File: src/rtl/spi_frame_unpacker.sv
// Buffers parallel SPI frames (one active, one pending) and replays each as DATA_DEPTH
// symbols over a valid/ready stream; frames arriving with both buffers full are dropped.
module spi_frame_unpacker #(
  parameter int unsigned DATA_WIDTH = 2,
  parameter int unsigned DATA_DEPTH = 16,
  parameter int unsigned OVR_W      = 8,
  localparam int unsigned IdxW      = (DATA_DEPTH > 1) ? $clog2(DATA_DEPTH) : 1,
  localparam int unsigned FrameW    = DATA_WIDTH * DATA_DEPTH
) (
  input  logic                  clk,
  input  logic                  nrst,
  input  logic                  frame_valid,
  input  logic [FrameW-1:0]     frame_in,
  input  logic                  sym_ready,
  output logic                  sym_valid,
  output logic [DATA_WIDTH-1:0] sym_data,
  output logic [IdxW-1:0]       sym_index,
  output logic                  sym_last,
  output logic                  busy,
  output logic                  overrun,
  output logic [OVR_W-1:0]      overrun_count
);

  localparam logic [IdxW-1:0] LastIdx = IdxW'(DATA_DEPTH - 1);

  typedef enum logic [0:0] {StIdle, StEmit} state_e;

  state_e            state_q, state_d;
  logic [FrameW-1:0] act_q, act_d;
  logic [FrameW-1:0] pend_q, pend_d;
  logic              pend_vld_q, pend_vld_d;
  logic [IdxW-1:0]   idx_q, idx_d;
  logic              ovr_q, ovr_d;
  logic [OVR_W-1:0]  ovr_cnt_q, ovr_cnt_d;

  logic xfer, last_xfer;

  assign xfer      = (state_q == StEmit) && sym_ready;
  assign last_xfer = xfer && (idx_q == LastIdx);

  always_comb begin
    state_d    = state_q;
    act_d      = act_q;
    pend_d     = pend_q;
    pend_vld_d = pend_vld_q;
    idx_d      = idx_q;
    ovr_d      = 1'b0;
    ovr_cnt_d  = ovr_cnt_q;

    unique case (state_q)
      StIdle: begin
        if (frame_valid) begin
          act_d   = frame_in;
          idx_d   = '0;
          state_d = StEmit;
        end
      end
      StEmit: begin
        // Active frame is shifted so the current symbol always sits in the top slice.
        if (xfer && !last_xfer) begin
          act_d = act_q << DATA_WIDTH;
          idx_d = idx_q + 1'b1;
        end
        if (last_xfer) begin
          idx_d = '0;
          if (pend_vld_q) begin
            act_d      = pend_q;
            pend_vld_d = frame_valid;
            if (frame_valid) pend_d = frame_in;
          end else if (frame_valid) begin
            act_d = frame_in;
          end else begin
            act_d   = '0;
            state_d = StIdle;
          end
        end else if (frame_valid) begin
          if (!pend_vld_q) begin
            pend_d     = frame_in;
            pend_vld_d = 1'b1;
          end else begin
            ovr_d = 1'b1;
            if (ovr_cnt_q != '1) ovr_cnt_d = ovr_cnt_q + 1'b1;
          end
        end
      end
      default: state_d = StIdle;
    endcase
  end

  always_ff @(posedge clk or negedge nrst) begin
    if (!nrst) begin
      state_q    <= StIdle;
      act_q      <= '0;
      pend_q     <= '0;
      pend_vld_q <= 1'b0;
      idx_q      <= '0;
      ovr_q      <= 1'b0;
      ovr_cnt_q  <= '0;
    end else begin
      state_q    <= state_d;
      act_q      <= act_d;
      pend_q     <= pend_d;
      pend_vld_q <= pend_vld_d;
      idx_q      <= idx_d;
      ovr_q      <= ovr_d;
      ovr_cnt_q  <= ovr_cnt_d;
    end
  end

  assign sym_valid     = (state_q == StEmit);
  assign sym_data      = act_q[FrameW-1 -: DATA_WIDTH];
  assign sym_index     = idx_q;
  assign sym_last      = (state_q == StEmit) && (idx_q == LastIdx);
  assign busy          = (state_q == StEmit) || pend_vld_q;
  assign overrun       = ovr_q;
  assign overrun_count = ovr_cnt_q;

endmodule

File: config.mk
export PLATFORM = sky130hd
export DESIGN_NAME = spi_frame_unpacker
export DESIGN_NICKNAME = d
export VERILOG_FILES = /design/src/rtl/spi_frame_unpacker.sv
export SDC_FILE = /design/constraint.sdc
export NUM_CORES = 1
export LEC_CHECK = 0
export BUFFER_PORTS_ARGS = -buffer_cell sky130_fd_sc_hd__clkbuf_2
export CAP_MARGIN = 20
export CORE_ASPECT_RATIO = 2
export CORE_MARGIN = 8
export CORE_UTILIZATION = 57
export DETAILED_ROUTE_END_ITERATION = 10
export HOLD_SLACK_MARGIN = 0.05
export PLACE_DENSITY = 0.79
export SLEW_MARGIN = 20
export SYNTH_ARGS = -nofsm -noshare
export SYNTH_HDL_FRONTEND = slang
export SYNTH_SLANG_ARGS = --single-unit
File: constraint.sdc
create_clock -name clk -period 1.83 [get_ports clk]
set_input_delay 0.366 -clock clk [delete_from_list [all_inputs] [get_ports clk]]
set_output_delay 0.366 -clock clk [all_outputs]
set_load 0.01 [all_outputs]
[Word-level counts from Yosys, hierarchy flattened]
Index checks and enable logic that the tools add are counted.
Word-level totals
  output and inout port bits: 18
  logic and storage cells: 54
  register bits after elaboration: 79
  input bits: 36
Operators by class
  bitwise gates (word level): 2
  reduce and logical (&&, ||, !) cells: 11
  muxes and demuxes: 25
  equality and inequality tests: 7
  add/sub/neg operators: 2
Operators with widths (count)
  $mux 32: 9
  $pmux 32 s2: 1
  $mux 4: 3
  $mux 1: 10
  $reduce_and 5->1: 2
  $add 8x1->8 const B: 1
  $ne 8x8->1 const B: 1
  $pmux 4 s2: 1
  $ne 2x2->1 const B: 3
  $add 4x1->4 const B: 1
  $eq 4x4->1 const B: 1
  $logic_and 1x1->1: 4
  $reduce_and 2->1: 2
  $ne 3x1->1 const B: 1
  $ne 2x1->1 const B: 1
  $not 1->1: 2
  $pmux 1 s2: 1
  $reduce_bool 2->1: 1
  $logic_not 1->1: 1
  $logic_or 1x1->1: 1

[Longest topological paths before layout]
Gate-level depths: netlist of the first run.
  depth after elaboration: 7
  depth in mapped cells: 6
  gate-level depth less buffers: 5

[Worst setup path after synthesis of the first run]
Ideal clock, no wire load.
  path type: register to register
  start: register idx_q[0], in the netlist sym_index[0]
  end: register pend_q[0]
  data arrival time: 1.649 ns
  slack: 0.056 ns
  required time: 1.705 ns
  stages on the path, launching flop included: 7
  cells stage by stage: dfrtp_1 ha_1 nand4_4 xor2_2 nand2_4 buf_12 mux2_4
On the way
  word-level cells in the longest chain between the ends: 4
RTL lines
  start, declared: RTL line 32  | logic [IdxW-1:0] idx_q, idx_d;
  start signal, assigned: RTL line 104  | idx_q <= idx_d;
  $eq 4x4->1 (*): RTL line 39  | assign last_xfer = xfer && (idx_q == LastIdx);
  $logic_and 1x1->1 (*): RTL line 39
  $ne 2x1->1 (no source line) (tied with other cells)
  $reduce_and 5->1 (no source line)
  end signal, assigned: RTL line 102  | pend_q <= pend_d;
  end, declared: RTL line 30  | logic [FrameW-1:0] pend_q, pend_d;
Mark *: on every way between the ends. The rest lies on a longest branch, timed or not.
A chain may end at the register's enable or synchronous reset.

[Final worst setup path of the first run]
  start: register idx_q[0], in the netlist sym_index[0]
  end: output sym_last
On the way
  word-level cells in the longest chain between the ends: 2
RTL lines
  $eq 4x4->1: RTL line 113  | assign sym_last = (state_q == StEmit) && (idx_q == LastIdx);
  $logic_and 1x1->1: RTL line 113
  end, declared: RTL line 18  | output logic sym_last,
No other way between the ends.

==> results.py, run 1 <==
metrics = {
    "detailed_routing": {
        "drt_wl_total_mm": 8.88,
        "viasPerCell": 5.89,
        "ant_nets": 0,
        "drc": 0,
        "drtIter0Drc": 196,
        "firstDrtPassIters": 4,
        "wl_per_cell_um": 19.0,
        "num_vias": 2757,
    },
    "power_and_ir_drop": {
        "leakage_nw": 2.08,
        "irDropWorstVdd_mv": 0.650,
        "pwr_density_cell_nw_per_um2": 1180,
    },
    "timing": {
        "relSlewSlack": 0.649,
        "post-route-period-util": 0.966,
        "skew_ns": 0.00672,
        "setup_ws_ns": 0.0625,
        "setup_viol": 0,
        "rsz0062_at_grt": "no",
        "maxSlewViolCount": 0,
        "final_hold_viol_count": 0,
        "worst_pin_slew_ns": 0.527,
        "period_needed_ns": 1.77,
        "max_freq_mhz": 566,
    },
    "logic_synthesis": {
        "synthTopCellsByArea": "dfrtp_1 52%, mux2_4 12%, a211oi_1 6.0%, o22ai_1 5.0%, nand2_1 3.9%",
        "synth.net_count": 358,
        "synth_cells": 320,
        "synth-xor-area-share": 0.0182,
        "synth_top_family_by_area": "compound AO/OA/AOI/OAI gates",
        "muxShareOfSynthArea": 0.135,
        "yosysTopAreaCell": "dfrtp_1",
        "ys_seq_area_frac": 0.524,
        "synth-seq-cells": 79,
        "ys_warn_count": 0,
        "synth_compound_area_frac": 0.142,
        "synth_top_cell_area_share": 0.524,
        "yosys.area_share.adder": 0.00929,
        "syn_avg_cell_area_um2": 11.8,
        "synth_cell_type_count": 42,
        "synthSimpleGateAreaFrac": 0.119,
        "netlist_area_um2": 3770,
    },
    "hold_path": {
        "min_to": "pend_q[27]",
        "hold_path_class": "input pin to flip-flop",
        "hp-start": "frame_in[27]",
        "hold_path_depth": 2,
    },
    "run": {
        "cap_violations": 0,
    },
    "setup_path": {
        "crit_fanout": 5,
        "ff2ff_path_depth": 6,
        "crit_required_ns": 1.46,
        "rrSetupSlack_ns": 0.10,
        "rr_startpoint": "sym_index[0]",
        "path_class": "flip-flop to primary output",
        "crit_path_end_kind": "primary output",
        "start_kind": "flip-flop",
        "arrival_ns": 1.40,
        "worst_r2r_endpoint": "pend_q[4]",
    },
    "clock_network": {
        "clock_latency_ns": 0.33,
        "clock-root-buffer": "clkbuf_16",
        "clock_path_buffers": 2,
        "cts_tree": "done",
        "htree_levels": 3,
        "clkTransAtPathRegs_ns": 0.06,
        "cts_sinks": 79,
        "cts_buffers": 9,
    },
    "finish": {
        "diodes": 0,
        "layout_commonest_cell": "dfrtp_1",
        "area_growth_pct": 17.3,
        "fin_util": 0.679,
        "finalNetCount": 415,
        "drive_above_1_share": 0.342,
        "mostFrequentLayoutCells": "79 x dfrtp_1, 52 x clkbuf_2, 39 x nand2_1",
    },
    "die": {
        "die_w_um": 73.5,
        "die_h_um": 131,
        "dieArea_um2": 9640,
        "initial_core_util": 0.579,
        "rows": 42,
        "ioPinCount": 54,
        "core_um2": 6520,
    },
    "global_routing": {
        "grt_overflow": 0,
        "grt_pass1_wl_mm": 14.9,
        "met3_usage": 0.0511,
        "grt.total_usage": 0.202,
        "antenna_found_initial": 0,
        "busiest_layer": "met2",
        "grtUsageMet1": 0.238,
        "grt_use_met2": 0.343,
        "grt_max_degree": 44,
        "grt_pass1_vias": 2950,
    },
    "placement": {
        "portBuffers": 53,
        "hpwl_mm": 6.04,
        "pre_cts_ws_ns": -0.00433,
        "gp_congestion": 0.826,
    },
    "status": {
        "run_status": "finished, final reports clean",
    },
}
==> worst max-delay path by stage <==
stage | from | endpoint
floorplan | sym_index[0] | pend_q[0]
global placement | sym_index[0] | pend_q[3]
detailed placement | sym_index[0] | pend_q[4]
CTS | sym_index[0] | sym_last
global route | sym_index[2] | sym_last
finish | sym_index[0] | sym_last
==> flip-flops by register name, summed over array words and instances (netlist names) <==
register / cells
sym_index: 4
overrun: 1
sym_valid: 1
pend_q: 32
act_q: 32
overrun_count: 8
pend_vld_q: 1
==> timing repair <==
action	CTS	global route
resized for setup	2	2
hold buffers	1	0
pin swaps	1	1
endpoints found under the setup margin	10	6
buffers inserted	0	1
endpoints found under the hold margin	40	0
==> cells in the mapped netlist <==
cell type / count
nand2b_1: 1
xor2_2: 1
buf_4: 5
nand3_1: 4
ha_1: 2
nor2_2: 2
nor2_1: 35
a21oi_1: 2
a211oi_1: 30
a22o_1: 1
nand2_1: 39
clkbuf_2: 1
and3_4: 2
buf_6: 3
and2_1: 2
xor2_1: 5
and3_2: 1
xnor2_1: 1
o31ai_1: 1
nor2b_1: 1
o21ai_0: 5
nand2_4: 1
nor3_1: 2
nand4_1: 1
inv_1: 2
o22ai_1: 30
a21o_1: 1
a221o_1: 2
mux2_4: 31
and2_2: 1
buf_12: 3
maj3_1: 1
dfrtp_1: 79
mux2_2: 4
and3_1: 2
buf_2: 10
o2111ai_4: 1
o21a_1: 1
o32a_2: 1
nand4_4: 1
or2_2: 1
nand3_2: 1
==> critical path, stage by stage, from the launching register on <==
cell      delay, ns
dfrtp_1        0.41
ha_4           0.20
and3_4         0.19
and2_1         0.15
clkbuf_2       0.12
==> cell families after synthesis <==
logic type / after synthesis
xor+xnor: 7
simple gates: 97
fa+ha+maj: 3
mux: 35
flops: 79
compound gates: 75
buf+inv: 24
==> per-stage QoR <==
stage	area (µm²)	instances	hold WS (ns)	setup TNS, ns	total power, mW
final	4430	468	0.280	0	5.24
after global routing	4430	468	0.275	0	5.51
after CTS	4400	467	0.275	0	5.26
after detailed placement	4130	452	0.377	-0.00433	3.67
after global placement	4130	452	0.371	0	3.57
after floorplan	3770	320	0.0704	0	3.23
==> power breakdown <==
part	leakage (nW)	internal, mW	switching [mW]	total (mW)
combinational	1.05	0.651	0.505	1.16
clock	0.120	0.897	0.661	1.56
sequential	0.913	2.17	0.354	2.53
==> per-layer routing <==
layer  part of all wire  vias to the layer above
met3              0.053                       17
met4              0.019                        0
met5                  0                        -
li1                   -                     1268
met1               0.39                     1383
met2               0.54                       89
==> layout make-up <==
| cell class | count | area, µm² |
|---|---|---|
| Multi-Input combinational cell | 217 | 1630 |
| Timing Repair Buffer | 68 | 445 |
| Clock inverter | 4 | 25.0 |
| Clock buffer | 10 | 229 |
| Fill cell | 515 | 2090 |
| Inverter | 2 | 7.51 |
| Sequential cell | 79 | 1980 |
| Tap cell | 88 | 110 |
No activity file was read; power rests on OpenSTA's default activity.
==> run 2, diff against run 1 <==
--- a/config.mk
+++ b/config.mk
@@ -7,7 +7,6 @@
 export LEC_CHECK = 0
 export BUFFER_PORTS_ARGS = -buffer_cell sky130_fd_sc_hd__clkbuf_2
 export CAP_MARGIN = 20
-export CORE_ASPECT_RATIO = 2
 export CORE_MARGIN = 8
 export CORE_UTILIZATION = 57
 export DETAILED_ROUTE_END_ITERATION = 10
==> run 2 against run 1 <==
  * Critical endpoint is now pend_q[14]
  * Clock power shrank 20%
  * Final area decreased by 1.2%
  * Largest power group unchanged
  * Worst hold slack worse by 0.011 ns
  * Clock skew grew 0.0058 ns
  * Final cell count down 1.7%
  * First-iteration DRC count down 13%
  * Highest routed layer unchanged
  * Register-to-register slack got worse by 0.05 ns
  * Routed wire length fell by 2.8%
==> results.py, run 2 (synthesis gave the netlist of run 1 again) <==
metrics = {
    "status": {
        "run_status": "finished, final reports clean",
    },
    "clock_network": {
        "clock_path_buffers": 2,
        "cts_tree": "done",
        "cts_buffers": 9,
        "htree_levels": 3,
        "clock-root-buffer": "clkbuf_8",
        "cts_sinks": 79,
        "clkTransAtPathRegs_ns": 0.08,
        "clock_latency_ns": 0.34,
    },
    "placement": {
        "gp_congestion": 0.781,
        "dp_cells": 443,
        "portBuffers": 53,
        "place_area_um2": 4130,
        "hpwl_mm": 5.98,
        "pre_cts_ws_ns": -0.0106,
    },
    "run": {
        "cap_violations": 0,
    },
    "detailed_routing": {
        "viasPerCell": 5.90,
        "drc": 0,
        "wl_met1_mm": 3.82,
        "ant_nets": 0,
        "wl_per_cell_um": 18.8,
        "dr_wl_met3_um": 295,
        "met2RoutedLength_mm": 4.30,
        "drtIter0Drc": 170,
        "firstDrtPassIters": 4,
        "highest_layer": "met4",
        "num_vias": 2716,
        "drt_wl_total_mm": 8.64,
    },
    "die": {
        "ioPinCount": 54,
        "dieArea_um2": 9480,
        "core_um2": 6390,
        "die_h_um": 97.4,
        "die_w_um": 97.4,
        "initial_core_util": 0.591,
        "rows": 29,
    },
    "setup_path": {
        "arrival_ns": 2.01,
        "worst_r2r_endpoint": "pend_q[14]",
        "crit_fanout": 13,
        "ff2ff_path_depth": 7,
        "cpPeakStageDelay_ns": 0.42,
        "crit_start": "sym_index[1]",
        "crit_family": "flip-flops",
        "slowest_stage": "dfrtp_1",
        "path_class": "flip-flop to flip-flop",
        "start_kind": "flip-flop",
        "crit_end": "pend_q[14]",
        "crit_required_ns": 2.06,
        "crit_path_end_kind": "flip-flop",
        "path_buf_inv": 2,
        "path_cells": "ha_4, buf_4, nand4_4, xor2_2, nand2_4, buf_12, mux2_4",
        "crit_cells": 7,
        "rrSetupSlack_ns": 0.05,
        "rr_startpoint": "sym_index[1]",
    },
    "finish": {
        "layout_commonest_cell": "dfrtp_1",
        "diodes": 0,
        "fill_cells": 504,
        "finalNetCount": 418,
        "fin_util": 0.684,
        "drive_above_1_share": 0.352,
        "mostFrequentLayoutCells": "78 x dfrtp_1, 52 x clkbuf_2, 39 x nand2_1",
        "final_cells": 460,
        "area_growth_pct": 15.9,
        "fin_area_um2": 4370,
    },
    "global_routing": {
        "grt_max_degree": 32,
        "grt_pass1_vias": 2982,
        "grt.total_usage": 0.186,
        "antenna_found_initial": 0,
        "grt_pass1_wl_mm": 14.5,
        "grt_overflow": 0,
    },
    "power_and_ir_drop": {
        "irDropWorstVdd_mv": 0.799,
        "pwr_density_cell_nw_per_um2": 1120,
        "leakage_nw": 2.08,
        "total_power_mw": 4.91,
    },
    "timing": {
        "relSlewSlack": 0.749,
        "setup_viol": 0,
        "setup_ws_ns": 0.0538,
        "maxSlewViolCount": 0,
        "skew_ns": 0.0125,
        "worst_pin_slew_ns": 0.376,
        "rsz0062_at_grt": "yes",
        "post-route-period-util": 0.971,
        "final_hold_viol_count": 0,
        "max_freq_mhz": 563,
        "period_needed_ns": 1.78,
    },
    "hold_path": {
        "hold_path_class": "input pin to flip-flop",
        "hp-start": "frame_in[27]",
    },
}
-- run 2: cell types whose count changed in the layout (fill, tap and decap cells not counted), sizes merged --
cell | before | now
buf | 15 | 18
bufinv | 0 | 1
clkinvlp | 2 | 1
-- run 2: worst min-delay path by stage --
stage                                  end  depth (start not counted)
after global placement    overrun_count[2]                          1
after CTS                        pend_q[5]                          2
after detailed placement  overrun_count[4]                          1
final                           pend_q[27]                          2
after floorplan                   act_q[0]                          0
after global routing            pend_q[25]                          2
-- run 2: what timing repair did --
action                                 CTS  global route
setup endpoints to repair                4            10
endpoints found under the hold margin   21             0
pin swaps                                1             0
hold buffers                             1             0
gates resized for setup                  3             3
buffers inserted                         2             0
-- run 2: power by group --
group          total, mW  switching, mW  internal, mW
combinational       1.14          0.489         0.655
clock               1.25          0.600         0.648
sequential          2.52          0.352          2.17
total               4.91           1.44          3.47
-- run 2: layer usage --
| metal | global-route usage | vias up |
|---|---|---|
| li1 | - | 1272 |
| met1 | 0.233 | 1373 |
| met2 | 0.302 | 54 |
| met3 | 0.0341 | 17 |
| met4 | 0.0874 | 0 |
| met5 | 0 | - |
-- run 2: area by class of cell --
cell class                      instances  area [µm²]  share of cell area
Clock inverter                          4        47.5              0.0109
Timing Repair Buffer                   71         468               0.107
Clock buffer                           10         138              0.0315
Sequential cell                        79        1980               0.453
Multi-Input combinational cell        217        1640               0.374
Inverter                                2        7.51             0.00172
Tap cell                               77        96.3              0.0220
-- run 2: through the flow --
step	hold WS [ns]	TNS [ns]
6_report	0.269	0
5_1_grt	0.260	0
4_1_cts	0.257	0
3_5_place_dp	0.288	-0.0189
3_3_place_gp	0.287	0
2_1_floorplan	0.0704	0
==> run 3, diff against run 2 <==
==> constraint.sdc (replaced) <==
create_clock -name clk -period 1.81 [get_ports clk]
set_input_delay 0.362 -clock clk [delete_from_list [all_inputs] [get_ports clk]]
set_output_delay 0.362 -clock clk [all_outputs]
set_load 0.01 [all_outputs]
==> run 3 against run 2 <==
  * Worst setup slack lost 0.0092 ns
  * Die area is the same
  * Final area shrank 0.89%
  * Sequential power is essentially flat
  * Utilization shrank 0.61 points
  * Total power shrank 2.0%
  * First-iteration DRC count grew 12%
  * Largest cell class unchanged
==> results.py, run 3 (synthesis gave the netlist of run 1 again) <==
metrics = {
    "finish": {
        "seq_area_um2": 1980,
        "mostFrequentLayoutCells": "78 x dfrtp_1, 51 x clkbuf_2, 39 x nand2_1",
        "finalNetCount": 416,
        "diodes": 0,
        "final_cells": 460,
        "multi_input_area_um2": 1640,
        "area_growth_pct": 14.8,
        "drive_above_1_share": 0.352,
        "layout_commonest_cell": "dfrtp_1",
        "fill_cells": 475,
    },
    "die": {
        "dieArea_um2": 9480,
        "rows": 29,
        "core_um2": 6390,
        "die_h_um": 97.4,
        "ioPinCount": 54,
        "initial_core_util": 0.591,
        "die_w_um": 97.4,
    },
    "detailed_routing": {
        "firstDrtPassIters": 4,
        "ant_nets": 0,
        "drtIter0Drc": 191,
        "drc": 0,
        "drt_wl_total_mm": 8.25,
        "num_vias": 2733,
        "wl_per_cell_um": 17.9,
        "viasPerCell": 5.94,
    },
    "global_routing": {
        "grt_max_degree": 80,
        "grt_pass1_vias": 2887,
        "antenna_found_initial": 0,
        "grt_overflow": 0,
        "grt_pass1_wl_mm": 14.2,
        "grt.total_usage": 0.181,
    },
    "power_and_ir_drop": {
        "clkPwrFrac": 0.234,
        "leakage_nw": 2.05,
        "total_power_mw": 4.81,
        "p_int_mw": 3.34,
        "irDropWorstVdd_mv": 0.824,
        "pwr_density_cell_nw_per_um2": 1110,
        "p_seq_frac": 0.529,
        "pwr-share-comb": 0.237,
        "power.switching_mw": 1.47,
        "netSwitchingFraction": 0.306,
    },
    "clock_network": {
        "clock_path_buffers": 2,
        "cts_buffers": 9,
        "htree_levels": 3,
        "clock-root-buffer": "clkbuf_8",
        "clkTransAtPathRegs_ns": 0.08,
        "cts_tree": "done",
        "clock_latency_ns": 0.35,
        "cts_sinks": 79,
    },
    "timing": {
        "post-route-period-util": 0.975,
        "maxSlewViolCount": 0,
        "relSlewSlack": 0.718,
        "whs_ns": 0.260,
        "worst_pin_slew_ns": 0.423,
        "max_freq_mhz": 566,
        "skew_ns": 0.00775,
        "setup_viol": 0,
        "period_needed_ns": 1.77,
        "final_hold_viol_count": 0,
    },
    "setup_path": {
        "path_class": "flip-flop to primary output",
        "slowest_stage": "dfrtp_1",
        "cpPeakStageDelay_ns": 0.42,
        "path_buf_inv": 1,
        "arrival_ns": 1.40,
        "path_cells": "ha_4, and3_4, and2_4, buf_6",
        "crit_path_end_kind": "primary output",
        "start_kind": "flip-flop",
        "crit_fanout": 4,
        "crit_family": "flip-flops",
        "crit_required_ns": 1.45,
    },
    "status": {
        "run_status": "finished, final reports clean",
    },
    "placement": {
        "hpwl_mm": 5.54,
        "dp_cells": 441,
        "gp_congestion": 0.779,
        "portBuffers": 53,
    },
    "run": {
        "cap_violations": 0,
    },
    "hold_path": {
        "hold_path_class": "input pin to flip-flop",
    },
}
## run 3: power by group through the flow
stage	Sequential [mW]	Clock (mW)	Combinational [mW]
after floorplan	2.52	0	0.750
after global placement	2.54	0	1.07
after detailed placement	2.56	0	1.13
after CTS	2.54	1.14	1.15
after global routing	2.61	1.22	1.28
final	2.55	1.12	1.14
## run 3: area by class of cell
class,instances,area share
flip-flops and latches,79,0.457
multi-input cells,217,0.378
repair buffers,69,0.103
clock buffers,10,0.0295
well taps,77,0.0222
clock inverters,6,0.00867
inverters,2,0.00173
## run 3: path summary, 6_finish.rpt
check	start	end	slack, ns	cells past startpoint
setup reg to reg	sym_index[0]	pend_q[21]	0.10	6
hold / removal	frame_in[11]	pend_q[11]	0.26	2
min in group asynchronous	nrst	overrun_count[4]	0.53	3
max in group asynchronous	nrst	pend_vld_q	0.88	3
hold reg to reg	pend_q[3]	pend_q[3]	0.51	1
setup / recovery	sym_index[0]	sym_last	0.04	4
## run 3: through the flow
stage                     setup slack [ns]  area [µm²]  utilization  setup TNS, ns
after floorplan                     0.0355        3770            -              0
after global placement              0.0496        4100        0.642              0
after detailed placement          -0.00838        4100        0.642       -0.00838
after CTS                           0.0330        4300        0.673              0
after global routing              -0.00409        4330        0.678       -0.00409
final                               0.0446        4330        0.678              0
## run 3: what timing repair did
action                                 CTS  global route
gates resized for setup                  3             6
endpoints found under the hold margin   16             0
setup endpoints to repair               10            16
buffers inserted                         1             1
hold buffers                             1             0
pin swaps                                1             1
## run 3: per-layer routing
layer  up-vias  wire length [µm]  global-route usage
li1       1276                 -                   -
met1      1371              3770               0.236
met2        72              3970               0.285
met3        14               353              0.0384
met4         0               149              0.0711
met5         -                 0                   0
